--- src/rtl/op_f_pkg.sv ---
// Shared types and sizing for the OP_F sweep sequencer.
// Vector count, index width and dwell-counter width live here so the top and counter agree.
package op_f_pkg;

    typedef enum logic [1:0] {
        ST_IDLE  = 2'd0,
        ST_DRIVE = 2'd1,
        ST_DONE  = 2'd2
    } op_f_state_t;

    localparam int NUM_VEC = 16;
    localparam int VEC_W   = 4;
    localparam int DWELL_W = 8;

endpackage

--- src/rtl/dwell_counter.sv ---
// Modulo counter that runs 0..LAST_VAL while enabled and flags the terminal count.
// A clear wins over the enable, so the owner can park the counter at zero.
module dwell_counter #(
    parameter int               WIDTH    = 8,
    parameter logic [WIDTH-1:0] LAST_VAL = '0
) (
    input  logic clk,
    input  logic rst,
    input  logic clr,
    input  logic en,
    output logic last
);

    logic [WIDTH-1:0] count_q;
    logic [WIDTH-1:0] count_d;

    assign last = (count_q == LAST_VAL);

    // Next count: clear, wrap at terminal count, or step.
    always_comb begin
        count_d = count_q;
        if (clr) begin
            count_d = '0;
        end else if (en) begin
            if (last) begin
                count_d = '0;
            end else begin
                count_d = count_q + WIDTH'(1);
            end
        end else begin
            count_d = count_q;
        end
    end

    // Count register.
    always_ff @(posedge clk) begin
        if (rst) begin
            count_q <= '0;
        end else begin
            count_q <= count_d;
        end
    end

endmodule

--- src/rtl/op_f_sweep_ctrl.sv ---
// Walks OP_F through all 16 input vectors, holding each for DWELL cycles,
// and captures y/z on the final dwell cycle into two 16-bit truth tables.
module op_f_sweep_ctrl
    import op_f_pkg::*;
#(
    parameter int DWELL = 4
) (
    input  logic               clk,
    input  logic               rst,
    input  logic               start,
    input  logic               abort,
    input  logic               y,
    input  logic               z,
    output logic               a,
    output logic               b,
    output logic               c,
    output logic               d,
    output logic [VEC_W-1:0]   vec_idx,
    output logic               busy,
    output logic               done,
    output logic               tt_valid,
    output logic [NUM_VEC-1:0] tt_y,
    output logic [NUM_VEC-1:0] tt_z
);

    localparam logic [DWELL_W-1:0] DWELL_LAST = DWELL_W'(DWELL - 1);
    localparam logic [VEC_W-1:0]   LAST_VEC   = VEC_W'(NUM_VEC - 1);

    op_f_state_t        state_q,    state_d;
    logic [VEC_W-1:0]   vec_idx_q,  vec_idx_d;
    logic               busy_q,     busy_d;
    logic               done_q,     done_d;
    logic               tt_valid_q, tt_valid_d;
    logic [NUM_VEC-1:0] tt_y_q,     tt_y_d;
    logic [NUM_VEC-1:0] tt_z_q,     tt_z_d;

    logic cnt_clr_s;
    logic cnt_en_s;
    logic dwell_last_s;

    // Counter only runs in DRIVE; an abort also parks it so a later sweep starts at phase 0.
    assign cnt_en_s  = (state_q == ST_DRIVE);
    assign cnt_clr_s = (state_q != ST_DRIVE) || abort;

    dwell_counter #(
        .WIDTH    (DWELL_W),
        .LAST_VAL (DWELL_LAST)
    ) u_dwell_counter (
        .clk  (clk),
        .rst  (rst),
        .clr  (cnt_clr_s),
        .en   (cnt_en_s),
        .last (dwell_last_s)
    );

    // Next-state, vector stepping and truth-table capture.
    always_comb begin
        state_d    = state_q;
        vec_idx_d  = vec_idx_q;
        busy_d     = 1'b0;
        done_d     = 1'b0;
        tt_valid_d = tt_valid_q;
        tt_y_d     = tt_y_q;
        tt_z_d     = tt_z_q;

        case (state_q)
            ST_IDLE: begin
                if (start) begin
                    state_d    = ST_DRIVE;
                    vec_idx_d  = '0;
                    busy_d     = 1'b1;
                    tt_valid_d = 1'b0;
                    tt_y_d     = '0;
                    tt_z_d     = '0;
                end else begin
                    state_d = ST_IDLE;
                end
            end
            ST_DRIVE: begin
                // Abort outranks the final-cycle sample.
                if (abort) begin
                    state_d   = ST_IDLE;
                    vec_idx_d = '0;
                end else if (dwell_last_s) begin
                    tt_y_d[vec_idx_q] = y;
                    tt_z_d[vec_idx_q] = z;
                    if (vec_idx_q == LAST_VEC) begin
                        state_d    = ST_DONE;
                        done_d     = 1'b1;
                        tt_valid_d = 1'b1;
                    end else begin
                        vec_idx_d = vec_idx_q + VEC_W'(1);
                        busy_d    = 1'b1;
                    end
                end else begin
                    busy_d = 1'b1;
                end
            end
            ST_DONE: begin
                state_d   = ST_IDLE;
                vec_idx_d = '0;
            end
            default: begin
                state_d   = ST_IDLE;
                vec_idx_d = '0;
            end
        endcase
    end

    // State and output registers.
    always_ff @(posedge clk) begin
        if (rst) begin
            state_q    <= ST_IDLE;
            vec_idx_q  <= '0;
            busy_q     <= 1'b0;
            done_q     <= 1'b0;
            tt_valid_q <= 1'b0;
            tt_y_q     <= '0;
            tt_z_q     <= '0;
        end else begin
            state_q    <= state_d;
            vec_idx_q  <= vec_idx_d;
            busy_q     <= busy_d;
            done_q     <= done_d;
            tt_valid_q <= tt_valid_d;
            tt_y_q     <= tt_y_d;
            tt_z_q     <= tt_z_d;
        end
    end

    assign a        = vec_idx_q[3];
    assign b        = vec_idx_q[2];
    assign c        = vec_idx_q[1];
    assign d        = vec_idx_q[0];
    assign vec_idx  = vec_idx_q;
    assign busy     = busy_q;
    assign done     = done_q;
    assign tt_valid = tt_valid_q;
    assign tt_y     = tt_y_q;
    assign tt_z     = tt_z_q;

endmodule
--- config.mk ---
export PLATFORM = sky130hd
export DESIGN_NAME = op_f_sweep_ctrl
export DESIGN_NICKNAME = d
export VERILOG_FILES = /design/src/rtl/op_f_pkg.sv /design/src/rtl/dwell_counter.sv /design/src/rtl/op_f_sweep_ctrl.sv
export SDC_FILE = /design/constraint.sdc
export NUM_CORES = 1
export LEC_CHECK = 0
export CAP_MARGIN = 20
export CORE_MARGIN = 3
export CORE_UTILIZATION = 46
export CTS_BUF_LIST = sky130_fd_sc_hd__clkbuf_4
export CTS_CLUSTER_DIAMETER = 30
export DETAILED_ROUTE_END_ITERATION = 7
export MAX_ROUTING_LAYER = met4
export PLACE_DENSITY = 0.77
export SYNTH_ARGS = -nofsm -noshare
export SYNTH_HDL_FRONTEND = slang
export SYNTH_SLANG_ARGS = --single-unit
--- constraint.sdc ---
create_clock -name clk -period 1.8 [get_ports clk]
set_input_delay 0.54 -clock clk [delete_from_list [all_inputs] [get_ports clk]]
set_output_delay 0.54 -clock clk [all_outputs]
set_load 0.05 [all_outputs]
==> flow_summary.yaml, run 1 <==
outcome:
  outcome: "complete, no violations"
drt:
  wl_per_cell_um: 14.7
  routed_wl_mm: 5.38
  vias: 2055
  drc_errors: 0
  drt_iter0_markers: 149
  firstDrtPassIters: 4
  antenna_left: 0
  via_per_inst: 5.61
power_and_ir_drop:
  power_density_mw_per_mm2: 596
  cellLeakagePower_nw: 1.08
  power_mw: 1.75
  vdd_drop_max_mv: 0.338
sta:
  slew_viol_final: 0
  skew_ns: 0.0169
  fmax_mhz: 557
  period_share: 0.997
  final.setup.worst_slack_ns: 0.00454
  setup_viol: 0
  fin_crit_ns: 1.80
  hold_viol: 0
  setup_tns_ns: 0
  slew_headroom: 0.742
  rsz0062_at_grt: "true"
  whs_ns: 0.492
  worstMarginPinSlew_ns: 0.385
grt:
  grt_pass1_vias: 1913
  grt_remaining_overflow: 0
  antenna_found_initial: 0
  grt_max_degree: 29
  grt_pass1_wl_mm: 8.85
  gr-usage-all-layers: 0.214
cts:
  clk_latency_ns: 0.38
  path_clk_slew_ns: 0.15
  cts_buffer_depth: 2
  htree_levels: 2
  cts_hold_buf: 0
  clkSinkCount: 49
  cts_tree: "done"
  numCtsBuffers: 5
  cts_root_buffer: "clkbuf_4"
placed_design:
  dp_slack_ns: -0.387
  hpwl_mm: 3.95
  io_buffer_count: 48
  gp_congestion: 0.880
  place_inst: 356
floorplan:
  ios: 49
  start_util: 0.486
  die_width_um: 74.5
  core_area_mm2: 0.00444
  dieArea_mm2: 0.00556
  rows: 24
  die_h_um: 74.5
final_layout:
  nNetsFinal: 324
  mostFrequentLayoutCells: "buf_4, dfxtp_1, inv_1"
  drive_above_1_share: 0.274
  diodes: 0
  area_delta_synth_final_pct: 36.2
  final_common_cell: "buf_4"
  layout.cells.non_filler: 366
worst_setup_path:
  crit_slowest_cell: "clkdlybuf4s50_1"
  crit_chain: "clkdlybuf4s50_1 -> nor3b_4 -> and4b_1 -> nand2_1 -> o32ai_1"
  cpPeakStageDelay_ns: 0.47
  crit_path_max_fanout: 8
  cp.required_ns: 2.08
  start_kind: "input pin"
  critical_path_class: "in -> reg"
  cp-end-kind: "flip-flop"
  arrival_ns: 2.08
synth:
  synth.avg_cell_area_um2: 8.61
  synth_warnings: 0
  synthArstFlopShare: 0
  yosysUniqueCellTypes: 34
  synth_edf_count: 0
  yosysSeqAreaShare: 0.454
  synth_area_mm2: 0.00216
  synth_flop_cell: "dfxtp_1"
  syn-num-nets: 262
  ys_seq_elements: 49
  syn_inst: 251
worst_hold_path:
  holdCritPathClass: "reg -> reg"
run:
  cap_viol_max_count: 0
Yosys cell counts (2+ instances only):
cell | n | area share
and4b_1 | 2 | 0.0093
or3_1 | 2 | 0.0058
xor2_1 | 6 | 0.024
and2_1 | 2 | 0.0058
ha_1 | 5 | 0.029
nand3_1 | 9 | 0.021
o21ai_0 | 4 | 0.0093
inv_1 | 34 | 0.059
and3_1 | 2 | 0.0058
nor3_1 | 3 | 0.0069
a21oi_1 | 20 | 0.046
buf_4 | 4 | 0.014
nand4_1 | 7 | 0.020
clkbuf_1 | 10 | 0.017
nand2_1 | 31 | 0.054
nor2b_1 | 3 | 0.0087
dfxtp_1 | 49 | 0.45
o32ai_1 | 30 | 0.12
nor2_1 | 13 | 0.023
registers in the layout, summed over array words and instances (netlist names):
name and count:
busy 1, done 1, state_q 2, tt_valid 1
tt_y 16, tt_z 16, u_dwell_counter.count_q 8, vec_idx 4
worst max-delay path, delay by kind of cell:
family | cells | cell delay, ns
AND/OR/NAND/NOR | 3 | 0.89
buffers and inverters | 1 | 0.47
AO/OA/AOI/OAI | 1 | 0.18
power breakdown:
part	leakage (nW)	switching, mW	internal (mW)
clock	0.0279	0.360	0.168
sequential	0.397	0.00246	1.09
combinational	0.657	0.0834	0.0525
metal layers:
layer  global-route usage  part of all wire
met1                0.279              0.46
met2                0.327              0.47
met3               0.0419             0.046
met4               0.0850             0.024
met5                    -                 0
per-stage QoR:
stage / utilization / area, um2
global placement: 0.642 / 2850
CTS: 0.656 / 2920
floorplan: - / 2160
finish: 0.662 / 2940
global route: 0.662 / 2940
detailed placement: 0.642 / 2850
final cells by class:
type                       count  area (um2)
timing repair buffer          70         713
multi-input combinational    153         992
inverter                      34         128
sequential                    49         986
tap                           52        65.1
clock inverter                 2        15.0
fill                         380        1500
clock buffer                   6        45.0
kinds of logic after synthesis:
logic type	synth area share
AOI/OAI and AO/OA	0.202
and+or+nand+nor	0.195
DFF	0.454
adders and majority gates	0.0290
xor gates and xnor gates	0.0284
buffers and inverters	0.0926
worst paths after layout:
| kind | start | to | slack (ns) | cells after the start |
|---|---|---|---|---|
| setup / recovery | abort | tt_z[4] | 0.005 | 5 |
| hold / removal | tt_y[10] | tt_y[10] | 0.49 | 2 |
| setup reg to reg | u_dwell_counter.count_q[0] | tt_z[4] | 0.09 | 5 |
| hold reg to reg | tt_y[10] | tt_y[10] | 0.49 | 2 |
repair_timing:
item | 4_1_cts | 5_1_grt
resized for setup | 2 | 3
buffers inserted | 0 | 2
setup endpoints to repair | 4 | 31
Power figures use the tool's default switching activity.
==> inputs of run 2 (changes only) <==
- SLEW_MARGIN: unset -> 10
- SYNTH_HIERARCHICAL: unset -> 1
==> run 2 against run 1 <==
  * Global-route usage increased by 0.080 points
  * Clock-buffer cell count decreased by 1
  * Die area increased by 0.64%
  * Register-to-register slack got worse by 0.35 ns
  * Synthesized cell count decreased by 16%
  * Worst setup slack got worse by 0.27 ns
  * Maximum frequency decreased by 13%
  * The flow now finishes with violations (negative setup slack)
  * Clock power about the same
  * Sequential share of layout area decreased by 0.60 points
==> flow_summary.yaml, run 2 <==
worst_hold_path:
  min_path_cells: 1
  holdCritPathClass: "reg -> reg"
  hold_end: "tt_y[5]"
  worstHoldStart: "tt_y[5]"
worst_setup_path:
  critical_path_class: "reg -> reg"
  cpPeakStageDelay_ns: 0.55
  cp.required_ns: 2.07
  cp-startpoint: "u_dwell_counter/count_q[7]"
  arrival_ns: 2.34
  cp-end-kind: "flip-flop"
  rr_endpoint: "tt_y[3]"
  r2r_setup_slack_ns: -0.26
  crit_path_max_fanout: 13
  crit_slowest_cell: "or4_4"
  start_kind: "flip-flop"
  crit_chain: "or4_4 -> nor4b_4 -> and4bb_4 -> buf_8 -> a311oi_1 -> a32o_1"
  r2r_cells: 6
  r2r-start: "u_dwell_counter/count_q[7]"
synth:
  synth_area_mm2: 0.00218
  yosysSeqAreaShare: 0.451
  syn-num-nets: 222
  yosys-top-cells-count: "dfxtp_1, a32o_1, a311oi_1, clkbuf_1, inv_1"
  yosysUniqueCellTypes: 43
  synth_top_cell_by_area: "dfxtp_1"
  post-synth-top-count-cell: "dfxtp_1"
  synthTopCellsByArea: "dfxtp_1, a32o_1, a311oi_1, ha_1, buf_6"
  synth_flop_cell: "dfxtp_1"
  synthArstFlopShare: 0
  ys_seq_elements: 49
  synth_edf_count: 0
  syn_inst: 211
  synth_warnings: 6
  synth.avg_cell_area_um2: 10.3
  synth_top_cell_area_share: 0.451
cts:
  cts_buffer_depth: 2
  clkSinkCount: 49
  cts_tree: "done"
  path_clk_slew_ns: 0.16
  cts_hold_buf: 0
  clk_latency_ns: 0.38
  htree_levels: 2
  numCtsBuffers: 5
  cts_root_buffer: "clkbuf_4"
drt:
  firstDrtPassIters: 4
  drt_iter0_markers: 102
  antenna_left: 0
  wl_per_cell_um: 17.1
  via_per_inst: 6.10
  drc_errors: 0
  vias: 2002
  routed_wl_mm: 5.60
sta:
  setup_tns_ns: -8.00
  hold_viol: 0
  rsz0062_at_grt: "true"
  fmax_mhz: 485
  period_share: 1.15
  worstMarginPinSlew_ns: 0.763
  final.setup.worst_slack_ns: -0.262
  skew_ns: 0.0178
  setup_viol: 39
  fin_crit_ns: 2.06
  slew_viol_final: 0
  slew_headroom: 0.491
final_layout:
  mostFrequentLayoutCells: "buf_4, dfxtp_1, a32o_1"
  nNetsFinal: 286
  area_delta_synth_final_pct: 37.6
  diodes: 0
  layout.cells.non_filler: 328
  final_cell_area_mm2: 0.00299
  final_common_cell: "buf_4"
  drive_above_1_share: 0.373
placed_design:
  place_inst: 315
  gp_congestion: 0.801
  hpwl_mm: 3.89
  placed_cell_area_mm2: 0.00283
  dp_slack_ns: -0.318
  io_buffer_count: 48
run:
  cap_viol_max_count: 0
floorplan:
  ios: 49
  core_area_mm2: 0.00447
  rows: 24
  dieArea_mm2: 0.00559
  die_h_um: 74.8
  die_width_um: 74.8
  start_util: 0.486
grt:
  antenna_found_initial: 0
  gr-usage-all-layers: 0.215
  grt_max_degree: 28
  grt_pass1_wl_mm: 9.00
  grt_remaining_overflow: 0
  grt_pass1_vias: 1943
power_and_ir_drop:
  power_mw: 1.74
  power_density_mw_per_mm2: 580
  cellLeakagePower_nw: 1.18
  vdd_drop_max_mv: 0.422
outcome:
  violations: "negative setup slack"
  outcome: "complete, but fails checks"
## run 2: cell types whose count changed in the layout (fill, tap and decap cells not counted), moves of 6 or more
cell and delta:
a21oi_1 -12, a22o_1 +6, a311oi_1 +12, a32o_1 +24
buf_4 +12, inv_1 -25, nand2_1 -27, nor2_1 -7
o32ai_1 -30
## run 2: worst max-delay path by stage
stage / slack (ns) / depth (start not counted) / end
6_report: -0.26 / 6 / tt_y[3]
5_1_grt: -0.35 / 6 / tt_y[5]
4_1_cts: -0.26 / 6 / tt_y[0]
3_5_place_dp: -0.32 / 5 / tt_z[6]
3_3_place_gp: -0.25 / 5 / tt_z[7]
2_1_floorplan: -0.25 / 7 / tt_y[10]
## run 2: timing repair
action / 4_1_cts / 5_1_grt
buffers inserted: 6 / 3
endpoints found under the setup margin: 39 / 47
gates resized for setup: 9 / 6
pin swaps: 5 / 6
## run 2: cells by family (layout without fill, tap and decap cells)
kind of cell	after synthesis	after routing	share of synthesized area
AOI/OAI and AO/OA	70	70	0.277
adders and majority gates	5	5	0.0288
buffers and inverters	35	100	0.0880
and+or+nand+nor	49	49	0.143
muxes	1	1	0.00460
DFF	49	49	0.451
xor gates and xnor gates	2	2	0.00805
## run 2: through the flow
stage | hold slack (ns) | util
2_1_floorplan | 0.455 | -
3_3_place_gp | 0.457 | 0.633
3_5_place_dp | 0.458 | 0.633
4_1_cts | 0.492 | 0.662
5_1_grt | 0.514 | 0.669
6_report | 0.489 | 0.669
## run 2: layout make-up
type | instances | area (um2)
fillers | 335 | 1480
multi-input cells | 127 | 1060
flip-flops and latches | 49 | 985
repair buffers | 83 | 792
well taps | 52 | 65.1
clock buffers | 5 | 37.5
inverters | 9 | 33.8
clock inverters | 3 | 22.5
## run 2: worst max-delay path, delay by kind of cell, from the launching register on
kind	cells	cell delay (ns)
compound gates	2	0.37
buf+inv	1	0.15
simple gates	3	1.11
flops	1	0.35
## run 2: power breakdown
part	leakage (nW)	switching, mW	internal [mW]
clock network	0.0352	0.373	0.156
registers	0.397	0.00373	1.09
logic	0.744	0.0655	0.0500
total	1.18	0.442	1.29
## run 2: layer usage
metal  global-route usage  vias to the layer above  routed length, um
li1                     -                      954                  -
met1                0.255                      963               2320
met2                0.373                       79               2830
met3               0.0387                        6                376
met4               0.0613                        0                 72
met5                    -                        -                  0
==> inputs of run 3 (changes only) <==
- ABC_CLOCK_PERIOD_IN_PS: unset -> 2400
- CTS_BUF_LIST: sky130_fd_sc_hd__clkbuf_4 -> sky130_fd_sc_hd__clkbuf_4 sky130_fd_sc_hd__clkbuf_8
- PLACE_DENSITY: 0.77 -> 0.74
- clock period: 1.8 -> 2.4 ns (I/O delays scaled with it)
==> run 3 against run 2 <==
  * Combinational power shrank 33%
  * Highest routed layer unchanged
  * First-iteration DRC count increased by 25%
  * Global-route usage fell by 2.0 points
  * Critical path type is now reg -> out
  * Clock-buffer cell count up 1
  * Largest power group unchanged
  * Flip-flop and latch count unchanged
  * The flow now finishes without violations
  * Power is 21% lower
  * Via count shrank 8.9%
==> flow_summary.yaml, run 3 (synthesized netlist as in run 2, its figures left out) <==
drt:
  firstDrtPassIters: 5
  vias: 1823
  drt_iter0_markers: 127
  routed_wl_mm: 4.99
  wl_per_cell_um: 16.4
  via_per_inst: 6.00
  drc_errors: 0
  antenna_left: 0
placed_design:
  io_buffer_count: 48
  gp_congestion: 0.750
  dp_slack_ns: 0.0937
  hpwl_mm: 3.49
  placed_cell_area_mm2: 0.00267
floorplan:
  die_width_um: 74.8
  dieArea_mm2: 0.00559
  die_h_um: 74.8
  rows: 24
  ios: 49
  start_util: 0.486
  core_area_mm2: 0.00447
cts:
  htree_levels: 2
  clkSinkCount: 49
  path_clk_slew_ns: 0.09
  cts_buffer_depth: 2
  cts_tree: "done"
  clk_latency_ns: 0.30
  cts_root_buffer: "clkbuf_8"
  numCtsBuffers: 5
worst_setup_path:
  cp.required_ns: 1.68
  critical_path_class: "reg -> out"
  start_kind: "flip-flop"
  crit_chain: "clkdlybuf4s50_1"
  cp-end-kind: "output pin"
  cp-startpoint: "vec_idx[1]"
  arrival_ns: 1.61
  cpPeakStageDelay_ns: 0.86
  r2r-start: "u_dwell_counter/count_q[4]"
  path_buf_inv: 1
  crit_path_max_fanout: 6
  crit_slowest_cell: "clkdlybuf4s50_1"
  path_delay_family: "buffers and inverters"
final_layout:
  diodes: 0
  fill_cells: 388
  nNetsFinal: 262
  drive_above_1_share: 0.115
  final_cell_area_mm2: 0.00277
  area_delta_synth_final_pct: 27.3
  final_common_cell: "dfxtp_1"
  mostFrequentLayoutCells: "dfxtp_1, clkdlybuf4s50_1, a32o_1"
sta:
  period_share: 0.971
  hold_viol: 0
  fmax_mhz: 429
  setup_viol: 0
  setup_tns_ns: 0
  fin_crit_ns: 2.33
  whs_ns: 0.469
  slew_viol_final: 0
  skew_ns: 0.00618
  slew_headroom: 0.499
  final.setup.worst_slack_ns: 0.0686
  rsz0062_at_grt: "false"
  worstMarginPinSlew_ns: 0.749
run:
  cap_viol_max_count: 0
outcome:
  outcome: "complete, no violations"
power_and_ir_drop:
  power_mw: 1.37
  cellLeakagePower_nw: 0.950
  vdd_drop_max_mv: 0.280
  power_density_mw_per_mm2: 496
worst_hold_path:
  worstHoldStart: "tt_y[7]"
  holdCritPathClass: "reg -> reg"
grt:
  gr-usage-all-layers: 0.195
  grt_pass1_vias: 1712
  antenna_found_initial: 0
  grt_max_degree: 28
  grt_pass1_wl_mm: 8.18
  grt_remaining_overflow: 0
[run 3: changes by cell type in the layout (fill, tap and decap cells not counted), sizes merged]
cell / before / now
clkbuf: 5 / 6
clkdlybuf4s50: 5 / 44
clkinv: 3 / 2
buf: 78 / 15
[run 3: cell type report]
type,instances,area [um2],area share
Tap cell,52,65.1,0.0235
Clock inverter,2,10.0,0.00361
Sequential cell,49,981,0.354
Multi-Input combinational cell,127,1010,0.366
Timing Repair Buffer,59,591,0.213
Clock buffer,6,76.3,0.0276
Inverter,9,33.8,0.0122
[run 3: worst paths after layout]
check             to  slack, ns  cells after the start
max                c       0.07                      1
min          tt_y[7]       0.47                      1
max reg2reg  tt_y[2]       0.16                      6
min reg2reg  tt_y[7]       0.47                      1
[run 3: stage by stage]
| step | utilization | cells |
|---|---|---|
| after floorplan | - | 211 |
| after global placement | 0.598 | 296 |
| after detailed placement | 0.598 | 296 |
| after CTS | 0.617 | 304 |
| after global routing | 0.619 | 304 |
| final | 0.619 | 304 |
[run 3: layer usage]
layer	vias to the layer above	track usage	wire length (um)
met5	-	-	0
met4	0	0.0652	59
met3	7	0.0401	231
met2	53	0.297	2370
met1	864	0.260	2340
li1	899	-	-
[run 3: repair_timing]
item,CTS,global route
resized for setup,0,1
buffers inserted,0,0
hold buffers,0,0
setup endpoints to repair,0,2
[run 3: where the power goes]
part           total (mW)  switching (mW)  internal, mW
Combinational      0.0778          0.0452        0.0326
Sequential          0.817         0.00246         0.815
Clock               0.477           0.263         0.214
